--- config.mk ---
export PLATFORM = sky130hd
export DESIGN_NAME = bounce_generator_flat
export DESIGN_NICKNAME = d
export VERILOG_FILES = /design/src/rtl/bounce_generator_pkg.sv /design/src/rtl/bounce_generator_if.sv /design/src/rtl/bounce_lfsr.sv /design/src/rtl/bounce_generator.sv /design/src/flat_wrapper.sv
export SDC_FILE = /design/constraint.sdc
export NUM_CORES = 1
export LEC_CHECK = 0
export ABC_AREA = 1
export CAP_MARGIN = 0
export CORE_AREA = 2 2 59 61
export DETAILED_ROUTE_END_ITERATION = 7
export DIE_AREA = 0 0 61 63
export PLACE_DENSITY = 0.74
export SLEW_MARGIN = 25
export SYNTH_ARGS = -nofsm -noshare
export SYNTH_HDL_FRONTEND = slang
export SYNTH_SLANG_ARGS = --single-unit
--- constraint.sdc ---
create_clock -name clk -period 1.48 [get_ports clk]
set_clock_uncertainty 0.2 [all_clocks]
set_input_delay 0.37 -clock clk [delete_from_list [all_inputs] [get_ports clk]]
set_output_delay 0.37 -clock clk [all_outputs]
set_load 0.005 [all_outputs]
--- src/rtl/bounce_generator_pkg.sv ---
// Shared definitions for the contact-bounce emulator: state encodings, LFSR taps
// and the LFSR step function reused by pattern generators and benches.
`timescale 1ns/1ps
package bounce_generator_pkg;

  typedef enum logic [1:0] {
    ST_IDLE    = 2'd0,
    ST_BOUNCE  = 2'd1,
    ST_SETTLE  = 2'd2,
    ST_ILLEGAL = 2'd3
  } bounce_state_e;

  localparam int LFSR_W  = 8;
  localparam int COUNT_W = 4;

  // Fibonacci taps 8,6,5,4 expressed as a mask over bits [7:0]
  localparam logic [LFSR_W-1:0] LFSR_TAPS = 8'hB8;

  function automatic logic [LFSR_W-1:0] lfsr_step(input logic [LFSR_W-1:0] v);
    return {v[LFSR_W-2:0], ^(v & LFSR_TAPS)};
  endfunction

endpackage

--- src/rtl/bounce_generator_if.sv ---
// Level-in / bouncy-out bundle of the bounce emulator; the stimulus side uses
// master, the emulator itself uses slave.
`timescale 1ns/1ps
interface bounce_generator_if;
  import bounce_generator_pkg::*;

  logic               clean_in;
  logic               enable;
  logic               bouncy_out;
  logic               busy;
  logic [COUNT_W-1:0] toggle_count_out;
  logic [1:0]         state_out;

  modport master (
    output clean_in, enable,
    input  bouncy_out, busy, toggle_count_out, state_out
  );

  modport slave (
    input  clean_in, enable,
    output bouncy_out, busy, toggle_count_out, state_out
  );

endinterface

--- src/rtl/bounce_lfsr.sv ---
// Free-running 8-bit Fibonacci LFSR with a configurable nonzero seed.
`timescale 1ns/1ps
module bounce_lfsr
  import bounce_generator_pkg::*;
#(
  parameter logic [LFSR_W-1:0] SEED = 8'hA5
) (
  input  logic              clk,
  input  logic              reset,
  output logic [LFSR_W-1:0] value
);

  logic [LFSR_W-1:0] lfsr_q;
  logic [LFSR_W-1:0] lfsr_d;

  always_comb begin
    lfsr_d = lfsr_step(lfsr_q);
  end

  always_ff @(posedge clk or posedge reset) begin
    if (reset) begin
      lfsr_q <= SEED;
    end else begin
      lfsr_q <= lfsr_d;
    end
  end

  assign value = lfsr_q;

endmodule

--- src/rtl/bounce_generator.sv ---
// Contact-bounce emulator: turns a clean level change into an odd-length burst of
// pseudo-random-width glitch segments followed by a settle window.
`timescale 1ns/1ps
module bounce_generator
  import bounce_generator_pkg::*;
#(
  parameter int                BOUNCE_PAIRS  = 2,
  parameter int                MIN_HOLD      = 3,
  parameter logic [3:0]        HOLD_MASK     = 4'hF,
  parameter int                SETTLE_CYCLES = 16,
  parameter int                CNT_W         = 8,
  parameter logic [LFSR_W-1:0] LFSR_SEED     = 8'hA5
) (
  input  logic         clk,
  input  logic         reset,
  bounce_generator_if.slave bus
);

  localparam logic [COUNT_W-1:0] TOTAL_TOGGLES = COUNT_W'(2 * BOUNCE_PAIRS + 1);
  localparam logic [CNT_W-1:0]   MIN_HOLD_M1   = CNT_W'(MIN_HOLD - 1);
  localparam logic [CNT_W-1:0]   SETTLE_M1     = CNT_W'(SETTLE_CYCLES - 1);

  bounce_state_e      state_q, state_d;
  logic [CNT_W-1:0]   timer_q, timer_d;
  logic [COUNT_W-1:0] count_q, count_d;
  logic               bouncy_q, bouncy_d;
  logic               busy_q, busy_d;

  logic [LFSR_W-1:0]  lfsr;
  logic               lfsr_unused;
  logic [CNT_W-1:0]   seg_m1;
  logic [COUNT_W-1:0] count_inc;
  logic               start;
  bounce_state_e      launch_state;
  logic [CNT_W-1:0]   launch_timer;

  bounce_lfsr #(
    .SEED (LFSR_SEED)
  ) u_lfsr (
    .clk   (clk),
    .reset (reset),
    .value (lfsr)
  );

  assign lfsr_unused = ^lfsr[LFSR_W-1:4];
  assign seg_m1      = MIN_HOLD_M1 + CNT_W'(lfsr[3:0] & HOLD_MASK);
  assign count_inc   = count_q + COUNT_W'(1);
  assign start       = bus.enable && (bus.clean_in != bouncy_q);

  // With no bounce pairs the first toggle is also the last, so go straight to settle
  assign launch_state = (TOTAL_TOGGLES == COUNT_W'(1)) ? ST_SETTLE : ST_BOUNCE;
  assign launch_timer = (TOTAL_TOGGLES == COUNT_W'(1)) ? SETTLE_M1 : seg_m1;

  always_comb begin
    state_d  = state_q;
    timer_d  = timer_q;
    count_d  = count_q;
    bouncy_d = bouncy_q;

    if (!bus.enable) begin
      state_d  = ST_IDLE;
      timer_d  = '0;
      count_d  = '0;
      bouncy_d = bus.clean_in;
    end else begin
      case (state_q)
        ST_IDLE: begin
          if (start) begin
            bouncy_d = !bouncy_q;
            count_d  = COUNT_W'(1);
            timer_d  = launch_timer;
            state_d  = launch_state;
          end
        end

        ST_BOUNCE: begin
          if (timer_q == '0) begin
            bouncy_d = !bouncy_q;
            count_d  = count_inc;
            if (count_inc >= TOTAL_TOGGLES) begin
              timer_d = SETTLE_M1;
              state_d = ST_SETTLE;
            end else begin
              timer_d = seg_m1;
            end
          end else begin
            timer_d = timer_q - CNT_W'(1);
          end
        end

        // A difference pending at settle expiry launches the next episode on the same edge
        ST_SETTLE: begin
          if (timer_q == '0) begin
            if (start) begin
              bouncy_d = !bouncy_q;
              count_d  = COUNT_W'(1);
              timer_d  = launch_timer;
              state_d  = launch_state;
            end else begin
              count_d = '0;
              state_d = ST_IDLE;
            end
          end else begin
            timer_d = timer_q - CNT_W'(1);
          end
        end

        default: begin
          state_d = ST_IDLE;
          timer_d = '0;
          count_d = '0;
        end
      endcase
    end

    busy_d = (state_d != ST_IDLE);
  end

  always_ff @(posedge clk or posedge reset) begin
    if (reset) begin
      state_q  <= ST_IDLE;
      timer_q  <= '0;
      count_q  <= '0;
      bouncy_q <= 1'b0;
      busy_q   <= 1'b0;
    end else begin
      state_q  <= state_d;
      timer_q  <= timer_d;
      count_q  <= count_d;
      bouncy_q <= bouncy_d;
      busy_q   <= busy_d;
    end
  end

  assign bus.bouncy_out       = bouncy_q;
  assign bus.busy             = busy_q;
  assign bus.toggle_count_out = count_q;
  assign bus.state_out        = state_q;

endmodule

--- src/flat_wrapper.sv ---
// flat-port wrapper written by rule: the top's interface ports become plain ports
module bounce_generator_flat import bounce_generator_pkg::*;
#(
  parameter int                BOUNCE_PAIRS  = 2,
  parameter int                MIN_HOLD      = 3,
  parameter logic [3:0]        HOLD_MASK     = 4'hF,
  parameter int                SETTLE_CYCLES = 16,
  parameter int                CNT_W         = 8,
  parameter logic [LFSR_W-1:0] LFSR_SEED     = 8'hA5
)
  (clk, reset, bus_clean_in, bus_enable, bus_bouncy_out, bus_busy, bus_toggle_count_out, bus_state_out);
  bounce_generator_if bus_i ();
  input  logic clk;
  input  logic reset;
  input wire logic [$bits(bus_i.clean_in)-1:0] bus_clean_in;
  input wire logic [$bits(bus_i.enable)-1:0] bus_enable;
  output wire logic [$bits(bus_i.bouncy_out)-1:0] bus_bouncy_out;
  output wire logic [$bits(bus_i.busy)-1:0] bus_busy;
  output wire logic [$bits(bus_i.toggle_count_out)-1:0] bus_toggle_count_out;
  output wire logic [$bits(bus_i.state_out)-1:0] bus_state_out;
  assign bus_i.clean_in = bus_clean_in;
  assign bus_i.enable = bus_enable;
  assign bus_bouncy_out = bus_i.bouncy_out;
  assign bus_busy = bus_i.busy;
  assign bus_toggle_count_out = bus_i.toggle_count_out;
  assign bus_state_out = bus_i.state_out;
  bounce_generator #(.BOUNCE_PAIRS(BOUNCE_PAIRS), .MIN_HOLD(MIN_HOLD), .HOLD_MASK(HOLD_MASK), .SETTLE_CYCLES(SETTLE_CYCLES), .CNT_W(CNT_W), .LFSR_SEED(LFSR_SEED)) u_core (.clk(clk), .reset(reset), .bus(bus_i));
endmodule
==> metrics.csv <==
metric;value;unit
status;complete, but fails checks;
failing checks;negative setup slack;
crit path launch type;register;
fin cells;341;
worst r2r dst;u_core.bus.busy;
drt total wl;5259;um
post-synthesis sequential area ratio;37.26;%
largest cells by area after synthesis;dfrtp_1 (31%), nand2_1 (15%), nand3_1 (8.6%), inv_1 (7.9%), ha_1 (7.7%);
routability cong.;0.8977;
Max Slew Vio Count;0;
period utilization;123.7;%
clock root buffer;clkbuf_4;
WL/cell;15.42;um
placed cells;320;
CP cell instances;buf_4 > inv_4 > ha_4 > inv_1 > nand2_2 > nand3_2 > nand3_2 > nand2_1 > nand2_1 > nand3_1 > nand2_1 > nand2_1;
Largest stage delay, worst path;0.44;ns
synth-to-layout area growth;57.12;%
Max Root-Sink Buffers;2;
post-synthesis cell type count;25;
Syn Nets;242;
Initial Utilization;50.29;%
LEAKAGE;1.270;nW
Remaining Overflow, GRT;0;
# setup viols final;20;
drt via density;5.314;
# DRC;0;
Synth top area share;30.79;%
Final WS setup;-0.3504;ns
initial antenna violation count;0;
RSZ-0062 raised after global routing;yes;
max_cap viols;0;
#FFs+latches synth;24;
type of the worst setup path;reg2reg;
diode count;0;
Worst R2R Path Depth;12;
htree depth;1;
WP data required;1.53;ns
HPWL Detailed;2914;um
post-route setup TNS;-4.218;ns
first-pass GRT wire length;7458;um
critical path fanouts, max;5;
min Tclk post-route;1.830;ns
Hold Crit Class;in2async;
Final nets;310;
DIE HEIGHT;63;um
Cells after Synth;228;
layout cells sized above 1;44.07;%
actual slew at the worst max-slew pin;0.2301;ns
io pins;12;
IO buf count;11;
pwr/cell area;1683;nW/um^2
cell accounting for the most synthesized area;dfrtp_1;
drt pass-1 iters;4;
R2R setup slack;-0.35;ns
CP max-delay cell;dfrtp_1;
die width;61;um
Worst-Skew Late Latency;0.35;ns
Cell Area, Synth;1625;um^2
CP endpoint kind;register;
reg-to-reg critical path startpoint;u_core.bus.toggle_count_out[1];
worst vdd ir;1.089;mV
antenna viol nets, final;0;
Slew headroom;84.63;%
CTS tree;built;
Ys Warns;0;
clock sink count;24;
GRT Util Overall;25.70;%
clock-pin slew on the worst setup and hold paths;0.16;ns
core area;3232;um^2
Worst path most repeated cell;nand2_1;
via count;1812;
CP arrival;1.88;ns
number of global-route vias before repair;1735;
dpl cell area;2120;um^2
design area;2554;um^2
largest net degree at the start of global routing;25;
Hold Fails Final Rpt;0;
CTS Buf Count;3;
highest clock rate;546.3;MHz
Die Area;3843;um^2
drt initial violations;113;
Rows;21;
Avg Synthesized Cell Area;7.129;um^2
Yosys cell counts, drive strengths merged:
cell type / n
nor3: 2
nand4: 2
nor2: 21
o21ai: 12
dfstp: 4
dfrtp: 20
o211ai: 2
buf: 4
nand2: 69
o21bai: 1
ha: 10
inv: 35
a22oi: 1
xor2: 2
a21oi: 10
nand3: 29
xnor2: 4
cell usage in the layout (no fill, tap or decap), drive strengths merged, types with 2 or more instances in the layout:
master / instances
o21ai: 12
clkbuf: 4
xor2: 2
a21oi: 10
clkdlybuf4s50: 3
o211ai: 2
dfstp: 4
inv: 34
dfrtp: 20
nor2: 21
nor3: 2
nand3: 30
buf: 61
nand2: 69
ha: 10
nand4: 2
xnor2: 4
report_power, final:
part           internal (W)  switching (W)
Sequential         0.000758      0.0000616
Clock              0.000274       0.000235
Combinational       0.00135        0.00162
Total               0.00239        0.00191
cells by family after synthesis:
kind of cell,Yosys count,synth area share [%]
xor+xnor,6,3.233
compound gates,26,8.930
buf+inv,39,10.24
simple gates,123,32.64
fa+ha+maj,10,7.698
flops,24,37.26
critical path, delay by kind of cell, from the launching register on:
family,cells,cell delay [ns]
AND/OR/NAND/NOR,8,0.71
buffers and inverters,3,0.29
adder cells (fa/ha/maj),1,0.12
flip-flops,1,0.44
worst max path at each step:
| stage | startpoint | endpoint | slack (ns) | cells after the start |
|---|---|---|---|---|
| 6_report | u_core.bus.toggle_count_out[1] | u_core.bus.busy | -0.35 | 12 |
| 3_3_place_gp | bus_clean_in | u_core.timer_q[0] | -0.52 | 9 |
| 3_5_place_dp | bus_clean_in | u_core.timer_q[0] | -0.55 | 9 |
| 4_1_cts | u_core.bus.toggle_count_out[0] | u_core.timer_q[2] | -0.23 | 12 |
| 5_1_grt | u_core.bus.toggle_count_out[1] | u_core.bus.busy | -0.39 | 12 |
| 2_1_floorplan | u_core.bus.toggle_count_out[1] | u_core.timer_q[2] | -0.05 | 11 |
layer usage:
| layer | up-vias | GRT usage [%] | wire, um |
|---|---|---|---|
| met5 | - | 0 | 0 |
| met4 | 0 | 8.152 | 183 |
| met3 | 20 | 2.277 | 260 |
| met2 | 68 | 45.30 | 2770 |
| met1 | 872 | 31.98 | 2043 |
| li1 | 852 | - | - |
stage by stage:
step,util (%),setup slack (ns),hold slack (ns),power [W]
finish,79.02,-0.3504,0.1356,0.004298
detailed placement,65.58,-0.5476,0.1505,0.002966
global placement,65.58,-0.5230,0.1342,0.002935
floorplan,-,-0.04573,0.1330,0.002216
CTS,73.71,-0.2270,0.1402,0.003814
global route,79.02,-0.3931,0.1421,0.004582
layout make-up:
cell class,instances,area [um^2]
multi-input cells,166,1114
fillers,197,678.2
flip-flops and latches,24,608.1
repair buffers,66,561.8
inverters,35,160.2
well taps,46,57.56
clock inverters,1,30.03
clock buffers,3,22.52
state kept, by name, summed over array words and instances, names as in the netlist:
name                         count
u_core.timer_q                   8
u_core.u_lfsr.value              8
u_core.bus.toggle_count_out      4
u_core.bus.state_out             2
u_core.bus.bouncy_out            1
u_core.bus.busy                  1
repair_timing:
action | 4_1_cts | 5_1_grt
setup endpoints to repair | 24 | 21
hold buffers | 0 | 0
buffers inserted | 11 | 4
resized for setup | 61 | 43
cloned | 1 | 1
pin swaps | 14 | 29
(Power assumes the default switching activity.)
